--- config.mk ---
export PLATFORM = sky130hd
export DESIGN_NAME = seq_stage_controller
export DESIGN_NICKNAME = d
export VERILOG_FILES = /design/src/rtl/seq_stage_controller.sv
export SDC_FILE = /design/constraint.sdc
export NUM_CORES = 1
export LEC_CHECK = 0
export BUFFER_PORTS_ARGS = -buffer_cell sky130_fd_sc_hd__clkbuf_2
export CELL_PAD_IN_SITES_DETAIL_PLACEMENT = 0
export CELL_PAD_IN_SITES_GLOBAL_PLACEMENT = 1
export CORE_MARGIN = 2
export CORE_UTILIZATION = 31
export CTS_CLUSTER_SIZE = 10
export DETAILED_ROUTE_END_ITERATION = 10
export MAX_ROUTING_LAYER = met4
export PLACE_DENSITY = 0.93
export SLEW_MARGIN = 20
export SYNTH_ARGS = -nofsm -noshare
export SYNTH_HDL_FRONTEND = slang
export SYNTH_SLANG_ARGS = --single-unit
--- constraint.sdc ---
create_clock -name clk -period 6.8 [get_ports clk]
set_clock_uncertainty 0.15 [all_clocks]
set_input_delay 0 -clock clk [delete_from_list [all_inputs] [get_ports clk]]
set_output_delay 0 -clock clk [all_outputs]
set_load 0.01 [all_outputs]
--- src/rtl/seq_stage_controller.sv ---
// SEQ Y86-64 multi-cycle sequencer: steps the stage enables,
// owns the architectural PC, Stat, halt and retired count.
module seq_stage_controller #(
  parameter int              PC_W     = 64,
  parameter logic [PC_W-1:0] RESET_PC = '0,
  parameter int              CNT_W    = 32
) (
  input  logic             clk,
  input  logic             reset,
  input  logic             start,
  input  logic [3:0]       icode,
  input  logic             cnd,
  input  logic [PC_W-1:0]  valC,
  input  logic [PC_W-1:0]  valM,
  input  logic [PC_W-1:0]  valP,
  input  logic             instr_valid,
  input  logic             imem_error,
  input  logic             dmem_error,
  input  logic             mem_ready,
  output logic [PC_W-1:0]  pc,
  output logic             f_en,
  output logic             d_en,
  output logic             e_en,
  output logic             m_en,
  output logic             w_en,
  output logic             pc_en,
  output logic             mem_req,
  output logic [2:0]       stat,
  output logic             halted,
  output logic [CNT_W-1:0] instr_count
);

  typedef enum logic [2:0] {
    S_IDLE, S_FETCH, S_DECODE, S_EXECUTE,
    S_MEMORY, S_WRITEBACK, S_PCUPD, S_HALT
  } state_t;

  localparam logic [2:0] STAT_AOK = 3'd1;
  localparam logic [2:0] STAT_HLT = 3'd2;
  localparam logic [2:0] STAT_ADR = 3'd3;
  localparam logic [2:0] STAT_INS = 3'd4;

  state_t           state_q, state_d;
  logic [PC_W-1:0]  pc_q, pc_d;
  logic [2:0]       stat_q, stat_d;
  logic [CNT_W-1:0] cnt_q, cnt_d;
  logic [3:0]       icode_q, icode_d;
  logic             mem_op;
  logic [PC_W-1:0]  new_pc;

  // icode is captured in FETCH so later decisions never see a live input
  always_comb begin
    mem_op = 1'b0;
    case (icode_q)
      4'h4, 4'h5, 4'h8,
      4'h9, 4'hA, 4'hB: mem_op = 1'b1;
      default:          mem_op = 1'b0;
    endcase
  end

  always_comb begin
    new_pc = valP;
    case (icode_q)
      4'h8:    new_pc = valC;
      4'h7:    new_pc = cnd ? valC : valP;
      4'h9:    new_pc = valM;
      default: new_pc = valP;
    endcase
  end

  always_comb begin
    state_d = state_q;
    pc_d    = pc_q;
    stat_d  = stat_q;
    cnt_d   = cnt_q;
    icode_d = icode_q;
    unique case (state_q)
      S_IDLE: begin
        if (start) state_d = S_FETCH;
      end
      S_FETCH: begin
        icode_d = icode;
        if (imem_error) begin
          stat_d  = STAT_ADR;
          state_d = S_HALT;
        end else if (!instr_valid) begin
          stat_d  = STAT_INS;
          state_d = S_HALT;
        end else if (icode == 4'h0) begin
          stat_d  = STAT_HLT;
          state_d = S_HALT;
        end else begin
          state_d = S_DECODE;
        end
      end
      S_DECODE:  state_d = S_EXECUTE;
      S_EXECUTE: state_d = S_MEMORY;
      S_MEMORY: begin
        if (!mem_op) begin
          state_d = S_WRITEBACK;
        end else if (dmem_error) begin
          stat_d  = STAT_ADR;
          state_d = S_HALT;
        end else if (mem_ready) begin
          state_d = S_WRITEBACK;
        end
      end
      S_WRITEBACK: state_d = S_PCUPD;
      S_PCUPD: begin
        pc_d    = new_pc;
        cnt_d   = cnt_q + 1'b1;
        state_d = S_FETCH;
      end
      S_HALT:  state_d = S_HALT;
      default: state_d = S_IDLE;
    endcase
  end

  always_ff @(posedge clk) begin
    if (reset) begin
      state_q <= S_IDLE;
      pc_q    <= RESET_PC;
      stat_q  <= STAT_AOK;
      cnt_q   <= '0;
      icode_q <= '0;
    end else begin
      state_q <= state_d;
      pc_q    <= pc_d;
      stat_q  <= stat_d;
      cnt_q   <= cnt_d;
      icode_q <= icode_d;
    end
  end

  assign pc          = pc_q;
  assign stat        = stat_q;
  assign instr_count = cnt_q;
  assign f_en        = (state_q == S_FETCH);
  assign d_en        = (state_q == S_DECODE);
  assign e_en        = (state_q == S_EXECUTE);
  assign m_en        = (state_q == S_MEMORY);
  assign w_en        = (state_q == S_WRITEBACK);
  assign pc_en       = (state_q == S_PCUPD);
  assign mem_req     = (state_q == S_MEMORY) && mem_op;
  assign halted      = (state_q == S_HALT);

endmodule

==> results.sh <==
export IMPL_whs_endpoint="pc[14]$_SDFFE_PP0P_"
export IMPL_critPathKind="register to register"
export IMPL_final_common_cell="clkbuf_2"
export IMPL_syn_area_per_cell_um2=8.190
export IMPL_min_path_type="primary input to register"
export IMPL_synth_largest_area_cell="dfxtp_1"
export IMPL_core_rowCount=45
export IMPL_async_flop_share_pct=0
export IMPL_drv_slew=0
export IMPL_ant_nets=0
export IMPL_drive_gt1_share_pct=33.30
export IMPL_netlist_area_mm2=0.004890
export IMPL_min_from="valM[14]"
export IMPL_max_freq_mhz=279.2
export IMPL_dp_hpwl_um=13320
export IMPL_reg2reg_to="pc[49]$_SDFFE_PP0P_"
export IMPL_cts_tree="yes"
export IMPL_hold_viol=1
export IMPL_final_nets=1212
export IMPL_grtUsageTotal_pct=23.85
export IMPL_post_route_cell_area_mm2=0.008204
export IMPL_tightest_slew_ns=1.092
export IMPL_p_leak_nw=3.915
export IMPL_clkLatencyLatePin_ns=0.34
export IMPL_firstDrtPassIters=5
export IMPL_yosysSeqAreaShare_pct=43.40
export IMPL_drc=0
export IMPL_synth_cells=597
export IMPL_core_area_mm2=0.01531
export IMPL_crit_path_end_kind="register"
export IMPL_clock_sinks=106
export IMPL_grt_pass1_wl_um=30290
export IMPL_clkTransAtPathRegs_ns=0.08
export IMPL_initial_utilization_pct=31.93
export IMPL_place_inst=1071
export IMPL_reg2reg_from="state_q[1]$_SDFFE_PP0P_"
export IMPL_dr_total_vias=6396
export IMPL_wl_per_cell_um=16.82
export IMPL_fin_setup_tns_ns=0
export IMPL_yosysWarnings=0
export IMPL_ff2ff_setup_slack_ns=3.22
export IMPL_area_delta_synth_final_pct=67.78
export IMPL_synth_top_cell_area_share_pct=43.40
export IMPL_fin_crit_ns=3.582
export IMPL_yosys_register_bits=106
export IMPL_p_sw_share_pct=28.11
export IMPL_relSlewSlack_pct=27.14
export IMPL_gp_congestion=0.8319
export IMPL_via_per_inst=5.221
export IMPL_totalWireLength_um=20600
export IMPL_cts_inserted_buffers=9
export IMPL_period_share_pct=52.67
export IMPL_grt_overflow_total=0
export IMPL_cp_startpoint="state_q[1]$_SDFFE_PP0P_"
export IMPL_grt_antenna_before_repair=2
export IMPL_cp_max_fo=77
export IMPL_reg2regPathDepth=6
export IMPL_outcome="finished with violations"
export IMPL_dieArea_mm2=0.01679
export IMPL_seqPwrFrac_pct=45.5
export IMPL_setup_violations_final=0
export IMPL_hold_ws_ns=-0.01271
export IMPL_synth_distinct_cells=37
export IMPL_yosys_top_cells_area="dfxtp_1 (43%), a221oi_1 (11%), a21oi_1 (6.3%), nand2_1 (6.0%), o21ai_0 (5.0%)"
export IMPL_die_w_um=129.6
export IMPL_cp_arrival_ns=3.74
export IMPL_ios=311
export IMPL_p_clk_share_pct=34.2
export IMPL_synth_nets=802
export IMPL_ys_flop_type="dfxtp_1"
export IMPL_grt_max_degree=78
export IMPL_drv_cap=0
export IMPL_die_h_um=129.6
export IMPL_violations="hold timing"
export IMPL_path_cells="nand3b_4 > inv_2 > buf_4 > o21ai_0 > a21oi_1 > dlygate4sd3_1"
export IMPL_hold_depth=3
export IMPL_p_switching_w=0.0004116
export IMPL_powerDensity_mw_per_mm2=178.5
export IMPL_p_int_w=0.001053
export IMPL_worst_setup_path_start_kind="register"
export IMPL_cpMaxStageDelayCell="nand3b_4"
export IMPL_dpl_instance_area_mm2=0.006558
export IMPL_rsz0062_at_grt="false"
export IMPL_layout_common_cells="clkbuf_2 (310), dlygate4sd3_1 (136), dfxtp_1 (106)"
export IMPL_combPwrFrac_pct=20.3
export IMPL_grt_pass1_vias=6050
export IMPL_h_tree_depth=3
export IMPL_stdcell_count=1225
export IMPL_cts_max_path_buffers=2
export IMPL_drt_iter0_markers=366
export IMPL_peakVddDrop_mv=0.1086
export IMPL_max_stage_delay_ns=0.67
export IMPL_cts_root_buf="clkbuf_16"
export IMPL_post_cts_setup_buffers=0
export IMPL_cp_required_ns=6.95
export IMPL_portBuffers=310
export IMPL_synth_edf_count=0
[routing by layer]
layer | part of all wire, % | track usage [%] | wire, µm
met1 | 39 | 27.10 | 7949
met2 | 51 | 40.50 | 10510
met4 | 2.3 | 7.590 | 473
met3 | 8.1 | 6.854 | 1671
met5 | 0 | - | 0
[logic make-up (layout without fill, tap and decap cells)]
logic type / Yosys count / after routing / share of synthesized area [%]
mux: 7 / 7 / 1.484
other cells: 0 / 2 / 0
buf+inv: 61 / 476 / 4.734
xor+xnor: 10 / 10 / 1.791
compound gates: 215 / 215 / 28.99
flops: 106 / 106 / 43.40
simple gates: 197 / 197 / 19.34
fa+ha+maj: 1 / 1 / 0.2558
[sequential cells by signal, summed over array words and instances, names as in the netlist]
register     cells
pc              64
instr_count     32
icode_q          4
stat             3
state_q          3
[how the worst max path moves through the flow]
stage                     slack [ns]  cells past startpoint                      endpoint
final                           3.22                      6           pc[49]$_SDFFE_PP0P_
after global routing            3.00                      6            pc[7]$_SDFFE_PP0P_
after CTS                       3.37                      6           pc[54]$_SDFFE_PP0P_
after detailed placement        3.58                      4  instr_count[28]$_SDFFE_PP0P_
after global placement          3.64                      4  instr_count[28]$_SDFFE_PP0P_
after floorplan                 4.48                      6  instr_count[28]$_SDFFE_PP0P_
[cells in the mapped netlist (2+ instances only)]
master and n:
nand4_1 10, nand3_1 8, a21oi_1 62, inv_1 8
buf_1 2, nor3b_1 4, o31ai_1 8, o21ai_0 49
nand2_1 78, or3_1 13, mux2i_1 5, nand2b_1 2
or4_1 13, mux2_2 2, nor2_1 48, nor3_1 5
clkbuf_1 48, a221oi_1 64, xnor2_1 8, xor2_1 2
nor4_1 6, nor2b_1 4, dfxtp_1 106, a211oi_1 29
[critical path: cells and delay by family (launching register included)]
kind	cells	cell delay, ns
AOI/OAI and AO/OA	2	0.47
buffers and inverters	3	1.65
DFF	1	0.48
and+or+nand+nor	1	0.67
[cell type report]
class / instances / area (µm²)
Antenna cell: 2 / 5.005
Clock buffer: 10 / 239.0
Clock inverter: 6 / 41.29
Fill cell: 1444 / 7111
Inverter: 9 / 33.78
Multi-Input combinational cell: 430 / 2549
Sequential cell: 106 / 2122
Tap cell: 211 / 264.0
Timing Repair Buffer: 451 / 2950
[repair_timing]
item	in CTS	in global routing
resized for setup	0	0
hold buffers	136	0
hold endpoints to repair	74	0
[power groups by stage]
stage / logic, W / clock network [W] / registers, W
2_1_floorplan: 0.000111 / 0 / 0.000684
3_3_place_gp: 0.000233 / 0 / 0.000678
3_5_place_dp: 0.000234 / 0 / 0.000679
4_1_cts: 0.000293 / 0.000515 / 0.000665
5_1_grt: 0.000325 / 0.000542 / 0.000669
6_report: 0.000297 / 0.000502 / 0.000666
[per-stage QoR]
stage | power [W] | util [%] | setup WS, ns
2_1_floorplan | 0.0007948 | - | 4.480
3_3_place_gp | 0.0009104 | 42.82 | 3.643
3_5_place_dp | 0.0009132 | 42.82 | 3.577
4_1_cts | 0.001473 | 53.54 | 3.369
5_1_grt | 0.001535 | 53.57 | 2.997
6_report | 0.001464 | 53.57 | 3.218
(Power assumes the default switching activity.)
